==> src/rtl/rv_core_pkg.sv <==
// Shared RV32 core types: canonical NOP, IF/ID occupancy states, fetch packet.
package rv_core_pkg;
  localparam logic [31:0] RV_NOP = 32'h0000_0013;

  typedef enum logic [1:0] {
    EMPTY = 2'd0,
    ONE   = 2'd1,
    FULL  = 2'd2
  } if_id_state_t;

  typedef struct packed {
    logic [31:0] pc;
    logic [31:0] instr;
  } fetch_pkt_t;
endpackage

==> src/rtl/if_id_stage.sv <==
// Two-entry skid-buffered IF/ID register: main slot feeds decode, skid slot
// absorbs the one in-flight fetch when decode stalls.
module if_id_stage
  import rv_core_pkg::*;
#(
  parameter logic [31:0] NOP_INSTR = RV_NOP
) (
  input  logic        clk,
  input  logic        rst,
  input  logic        in_valid,
  output logic        in_ready,
  input  logic [31:0] in_pc,
  input  logic [31:0] in_instr,
  input  logic        flush,
  output logic        out_valid,
  input  logic        out_ready,
  output logic [31:0] out_pc,
  output logic [31:0] out_instr,
  output logic [31:0] out_pc_plus4
);
  if_id_state_t state, state_nxt;
  fetch_pkt_t   main_q, main_nxt, skid_q, skid_nxt;
  fetch_pkt_t   in_pkt;
  logic         acc, pop;

  assign in_pkt = '{pc: in_pc, instr: in_instr};
  assign acc    = in_valid && in_ready && !flush;
  assign pop    = out_valid && out_ready;

  always_comb begin
    state_nxt = state;
    main_nxt  = main_q;
    skid_nxt  = skid_q;
    unique case (state)
      EMPTY: if (acc) begin
        state_nxt = ONE;
        main_nxt  = in_pkt;
      end
      ONE: begin
        if (acc && pop) main_nxt = in_pkt;
        else if (acc) begin
          state_nxt = FULL;
          skid_nxt  = in_pkt;
        end else if (pop) state_nxt = EMPTY;
      end
      FULL: if (pop) begin
        state_nxt = ONE;
        main_nxt  = skid_q;
      end
      default: state_nxt = EMPTY;
    endcase
    // Payloads are left as-is on flush so out_pc keeps its last value.
    if (flush) state_nxt = EMPTY;
  end

  always_ff @(posedge clk or posedge rst) begin
    if (rst) begin
      state    <= EMPTY;
      main_q   <= '0;
      skid_q   <= '0;
      in_ready <= 1'b1;
    end else begin
      state    <= state_nxt;
      main_q   <= main_nxt;
      skid_q   <= skid_nxt;
      in_ready <= (state_nxt != FULL);
    end
  end

  assign out_valid    = (state != EMPTY);
  assign out_pc       = main_q.pc;
  assign out_instr    = out_valid ? main_q.instr : NOP_INSTR;
  assign out_pc_plus4 = main_q.pc + 32'd4;
endmodule

==> config.mk <==
export PLATFORM = sky130hd
export DESIGN_NAME = if_id_stage
export DESIGN_NICKNAME = d
export VERILOG_FILES = /design/src/rtl/rv_core_pkg.sv /design/src/rtl/if_id_stage.sv
export SDC_FILE = /design/constraint.sdc
export NUM_CORES = 1
export LEC_CHECK = 0
export ABC_AREA = 0
export BUFFER_PORTS_ARGS = -buffer_cell sky130_fd_sc_hd__buf_4
export CORE_ASPECT_RATIO = 0.7
export CORE_MARGIN = 2
export CORE_UTILIZATION = 55
export CTS_BUF_LIST = sky130_fd_sc_hd__clkbuf_4 sky130_fd_sc_hd__clkbuf_8
export DETAILED_ROUTE_END_ITERATION = 7
export HOLD_SLACK_MARGIN = 0.06
export PLACE_DENSITY_LB_ADDON = 0.12
export SETUP_SLACK_MARGIN = 0.2
export SLEW_MARGIN = 20
export SYNTH_ARGS = -nofsm -noshare
export SYNTH_HDL_FRONTEND = slang
export SYNTH_SLANG_ARGS = --single-unit
==> constraint.sdc <==
create_clock -name clk -period 5.56 [get_ports clk]
set_clock_uncertainty 0.15 [all_clocks]
set_input_delay 0.556 -clock clk [delete_from_list [all_inputs] [get_ports clk]]
set_output_delay 0.556 -clock clk [all_outputs]
set_load 0.05 [all_outputs]
Yosys cells after proc, flatten, opt, wreduce, memory -nomap -nowiden
Index checks and enable logic that the tools add are counted.
Operators by class
  $add $sub $neg: 1
  equal/unequal tests: 6
  muxes and demuxes: 12
  bitwise logic cells: 1
  reduce and logical (&&, ||, !) cells: 10
Operator list (count)
  $mux 64: 3
  $pmux 64 s3: 1
  $add 32x3->32 const B: 1
  $mux 32: 1
  $mux 2: 6
  $ne 2x2->1 const B: 4
  $pmux 2 s3: 1
  $logic_and 1x1->1: 4
  $reduce_and 4->1: 1
  $reduce_and 3->1: 1
  $reduce_bool 3->1: 1
  $eq 2x1->1 const B: 1
  $eq 2x2->1 const B: 1
  $logic_not 2->1: 1
  $reduce_bool 2->1: 1
  $logic_not 1->1: 1
  $not 1->1: 1
Storage, ports and cells
  flip-flop bits (word level): 131
  input port bits: 69
  output and inout port bits: 98
  word-level logic and storage cells: 36

Depth between registers and ports, before layout
Gate-level depths: netlist of run 1.
  depth in word-level cells: 8
  depth in mapped cells: 6
  gate-level depth less buffers: 5

Least setup slack after synthesis of run 1
OpenSTA, ideal clock, no wires.
  path kind: register to output
  from: register main_q (netlist bit out_pc[2])
  to: output out_pc_plus4[24]
  arrival time: 2.059 ns
  required time: 4.854 ns
  setup slack: 2.795 ns
  stages on the path, launching flop included: 7
  buffers on the path: 1
  cells stage by stage: dfrtp_1 ha_1 nand2_1 nor3_1 buf_2 nand4_1 xnor2_1
On the way
  cells in the longest elaborated chain, start to end: 1
RTL lines
  start, declared: RTL line if_id_stage.sv:22  | fetch_pkt_t main_q, main_nxt, skid_q, skid_nxt;
  start signal, assigned: RTL line if_id_stage.sv:64  | main_q <= main_nxt;
  $add 32x3->32: RTL line if_id_stage.sv:73  | assign out_pc_plus4 = main_q.pc + 32'd4;
  end, declared: RTL line if_id_stage.sv:19  | output logic [31:0] out_pc_plus4
Every way passes these cells.

Final worst setup path of run 1
  from: register main_q (netlist bit out_pc[5])
  to: output out_pc_plus4[25]
The elaborated chain is that of the path after synthesis.

==> results.cfg, run 1 <==
[final_layout]
final_nets = 778
multi_input_area_mm2 = 0.00279
area_growth_pct = 22.2
nFillCells = 894
fin_util = 0.685
register_area_mm2 = 0.00328
diodes = 0
drive_gt1_frac = 0.393

[timing]
tightest_slew_ps = 877
rsz0062_at_grt = false
postLayoutSetupSlackWorst_ps = 2440
final.setup.tns_ps = 0
relSlewSlack = 0.415
period_share = 0.561
period_minus_slack_ps = 3120
setup_viol = 0
report.final.slew_viol_count = 0
finalHoldWorstSlack_ps = 169
max_freq_mhz = 321
hold_viol_final = 0

[floorplan]
boundaryPins = 167
initial_core_util = 0.560
die-height_um = 95.0
die-area_mm2 = 0.0127
rows = 33
die_width_um = 134
core_area_mm2 = 0.0116

[routing]
drc = 0
vias = 4648
drt_wl_total_um = 14300
ant_nets = 0
dr.pass1.iters = 4
wl_per_cell_um = 16.3
drt_iter0_drc = 240
viasPerCell = 5.30

[placed_design]
finalWeightedCongestion = 0.828
hpwl_um = 9760
pre_cts_slack_ps = 2880
port-buffer-count = 166

[logic_synthesis]
synth_compound_area_frac = 0.0552
netlist_top_cells_area = dfrtp_1, mux2_2, mux2i_1
avgSynthCellArea_um2 = 11.2
synth_top_family_by_area = multiplexers
yosys.area.top_type = dfrtp_1
syn_nets = 652
synth_cell_types = 31
ys_warn_count = 0
syn_area_mm2 = 0.00650
synthXorXnorAreaFrac = 0.0377
synth_edf_count = 0
yosys.area_share.adder = 0.00192
yosysSeqAreaShare = 0.504
synthArstFlopShare = 1.00
synthSimpleGateAreaFrac = 0.121
synth_top_area_share = 0.500
syn_inst = 582
ys_ff_latch = 131
synth_ff_type = dfrtp_1
synthMuxAreaShare = 0.211

[grt]
grt_pass1_wl_um = 22900
track_usage = 0.231
grt_max_degree = 73
grt_pass1_vias = 4665
antenna_found_initial = 0
overflow = 0

[setup_path]
cp_top_family = simple AND/OR/NAND/NOR gates
cp_slowest_cell = nor4_4
crit_required_ps = 4850
path_cells = nand4_2 > nor4_4 > nand4_1 > xnor2_1 > buf_4
crit_buf_inv = 1
critPathKind = reg -> out
worstPathArrival_ps = 2410
cp_slowest_stage_delay_ps = 650
critPathCaptureType = output pin
reg2regPathDepth = 4
cp.depth = 5
path_max_fanout = 9
cp-start-kind = register

[flow_run]
cap_violations = 0

[clock_tree]
cts_resized = 0
clk_pin_slew_ps = 70
cts_sinks = 131
postCtsSetupRepairBufs = 0
cts_tree = built
clockBufferDepth = 2
h-tree-depth = 4
cts-root-buf = clkbuf_8
clk_latency_ps = 420
numCtsBuffers = 17
postCtsHoldBufs = 0

[pwr]
ir_drop_uv = 322
p_leak_nw = 4.01
powerDensity_mw_per_mm2 = 418
fin_total_pwr_mw = 3.32

[outcome]
status = complete, no violations

[min_path]
min_path_type = in -> async
report_power, final:
group          internal (mW)  leakage, nW  switching [mW]
logic                  0.450         2.30           0.783
clock network          0.367        0.185           0.353
registers               1.19         1.53           0.174
total                   2.01         4.01            1.31
area by class of cell:
cell class	instances	area share
clock buffer	20	0.0331
clock inverter	11	0.0112
inverter	5	0.00268
multi-input combinational	379	0.351
sequential	131	0.413
tap	157	0.0247
timing repair buffer	174	0.164
cell usage in the layout, fill, tap and decap left out, types with 2 or more instances in the layout:
| cell | count |
|---|---|
| buf_4 | 174 |
| dfrtp_1 | 130 |
| nor2_1 | 72 |
| mux2i_1 | 65 |
| a21oi_1 | 65 |
| mux2_2 | 64 |
| nor2b_1 | 29 |
| xnor2_1 | 23 |
| clkbuf_8 | 18 |
| nand4_1 | 13 |
| nand2_1 | 11 |
| nand3_1 | 7 |
| clkinv_2 | 7 |
| xor2_1 | 5 |
| and3_1 | 4 |
| inv_1 | 4 |
| or2_2 | 4 |
| nand3b_1 | 2 |
| nand4_2 | 2 |
| nor3_1 | 2 |
| clkbuf_4 | 2 |
| clkinvlp_4 | 2 |
cells by family after synthesis:
kind of cell / after synthesis
AND/OR/NAND/NOR: 153
flip-flops: 131
multiplexers: 129
buffers and inverters: 72
AO/OA/AOI/OAI: 68
XOR/XNOR: 28
adder cells (fa/ha/maj): 1
registers in the layout, indices dropped and copies added, names as in the netlist:
| name | flops |
|---|---|
| state | 2 |
| in_ready | 1 |
| out_pc | 32 |
| main_q | 32 |
| skid_q | 64 |
worst paths after layout:
| path | to | slack (ps) | from |
|---|---|---|---|
| min reg2reg | skid_q[54] | 350 | skid_q[54] |
| min | skid_q[13] | 170 | rst |
| max | out_pc_plus4[25] | 2440 | out_pc[5] |
| max reg2reg | main_q[0] | 3200 | state[1] |
| max in group asynchronous | main_q[4] | 3820 | rst |
| min in group clk | state[0] | 180 | flush |
per-stage QoR:
stage                     instance area [um2]  std cells
final                                    7950        877
after global routing                     7950        877
after CTS                                7950        877
after detailed placement                 7600        846
after global placement                   7600        846
after floorplan                          6500        582
synthesized netlist by cell type, types with 2 or more instances:
cell / count
and3_1: 4
buf_2: 24
a21oi_1: 65
mux2_2: 64
nand3_1: 7
nand4_2: 2
mux2i_1: 65
inv_1: 5
dfrtp_1: 130
nor3_1: 2
xor2_1: 5
nand2_1: 11
buf_4: 40
nor2b_1: 29
or2_2: 4
xnor2_1: 23
nand3b_1: 2
nor2_1: 73
nand4_1: 13
clkbuf_1: 3
layer usage:
metal	share of wire	global-route usage
met1	0.43	0.292
met2	0.49	0.388
met3	0.062	0.0714
met4	0.012	0.0665
met5	0	0
No activity file was read; power rests on OpenSTA's default activity.
==> run 2, diff against run 1 <==
Clock period 5.56 ns to 3 ns, I/O delays scaled along.
==> results.cfg, run 2 (synthesized netlist as in run 1, its figures left out) <==
[final_layout]
final_nets = 848
area_growth_pct = 34.6
design_area_mm2 = 0.00875
final_common_cell = buf_4
regMostFlops = skid_q
layout_common_cells = buf_4, dfrtp_1, nor2_1
drive_gt1_frac = 0.365
largest_reg_flops = 64
diodes = 0
nFillCells = 783

[pwr]
powerDensity_mw_per_mm2 = 741
ir_drop_uv = 620
p_leak_nw = 4.34

[placed_design]
placed_area_mm2 = 0.00764
finalWeightedCongestion = 0.802
hpwl_um = 9580
port-buffer-count = 166

[floorplan]
boundaryPins = 167
die_width_um = 134
die-height_um = 95.0
core_area_mm2 = 0.0116
initial_core_util = 0.560
rows = 33
die-area_mm2 = 0.0127

[timing]
setup_viol = 0
relSlewSlack = 0.520
final.setup.tns_ps = 0
max_freq_mhz = 379
report.final.slew_viol_count = 0
tightest_slew_ps = 719
rsz0062_at_grt = false
hold_viol_final = 0
period_minus_slack_ps = 2640
period_share = 0.880

[setup_path]
reg2reg_slack_ps = 940
worstReg2RegStart = in_ready
endpoint = out_pc_plus4[24]
path_max_fanout = 11
cp-start-kind = register
crit_required_ps = 2550
worstPathArrival_ps = 2190
reg2reg_to = main_q[8]
worstSetupStartpoint = out_pc[2]
reg2regPathDepth = 5
critPathCaptureType = output pin
critPathKind = reg -> out

[grt]
track_usage = 0.243
overflow = 0
grt_max_degree = 132
grt_pass1_wl_um = 24100
use_met2 = 0.409
grt.busiest_layer = met2
met3_usage = 0.0644
grt_util_met1 = 0.312
antenna_found_initial = 0
grt_pass1_vias = 5033

[min_path]
min_path_type = in -> reg

[routing]
ant_nets = 0
wl_per_cell_um = 16.0
drt_iter0_drc = 241
dr.pass1.iters = 6
viasPerCell = 5.24
vias = 4965
drt_wl_total_um = 15100
drc = 0

[clock_tree]
cts_sinks = 131
h-tree-depth = 4
cts-root-buf = clkbuf_8
clk_latency_ps = 430
cts_tree = built
clockBufferDepth = 2
numCtsBuffers = 17
clk_pin_slew_ps = 70

[flow_run]
cap_violations = 0

[outcome]
status = complete, no violations
## run 2: critical path, cell delays in order, from the launching register on
cell	delay, ps
dfrtp_1	480
ha_1	250
nand2_1	100
nor3_1	170
buf_4	220
nand4_1	130
xnor2_1	190
buf_4	220
## run 2: metrics by stage
step	utilization	cells	hold slack, ps	setup slack (ps)	power, mW
after floorplan	-	582	216	491	4.30
after global placement	0.659	847	335	754	4.79
after detailed placement	0.659	847	342	642	4.87
after CTS	0.754	948	251	321	6.52
after global routing	0.754	948	281	212	6.80
final	0.754	948	278	360	6.48
## run 2: worst min path at each step
stage               start          to  slack (ps)  cells past startpoint
2_1_floorplan       flush    state[0]         220                      1
3_3_place_gp   skid_q[16]  skid_q[16]         340                      1
3_5_place_dp   skid_q[16]  skid_q[16]         340                      1
4_1_cts          in_valid    in_ready         250                      4
5_1_grt          in_valid    in_ready         280                      4
6_report         in_valid    in_ready         280                      4
## run 2: layout make-up
type / instances / area, um2 / area share
Sequential cell: 131 / 3280 / 0.375
Multi-Input combinational cell: 379 / 2800 / 0.320
Timing Repair Buffer: 244 / 2040 / 0.233
Clock buffer: 19 / 262 / 0.0299
Tap cell: 157 / 196 / 0.0224
Clock inverter: 13 / 159 / 0.0182
Inverter: 5 / 22.5 / 0.00257
## run 2: per-layer routing
metal  vias up  part of all wire
li1       2361                 -
met1      2460              0.44
met2       131              0.49
met3        13             0.055
met4         0            0.0067
met5         -                 0
## run 2: power by group
part | switching [mW] | internal, mW
Clock | 0.705 | 0.864
Combinational | 1.48 | 0.897
Sequential | 0.328 | 2.21
Total | 2.51 | 3.97
## run 2: repair_timing
action / in CTS / in global routing
resized for setup: 0 / 2
setup endpoints to repair: 3 / 3
pin swaps: 1 / 0
setup buffers: 2 / 0
hold endpoints to repair: 257 / 0
hold buffers: 67 / 0
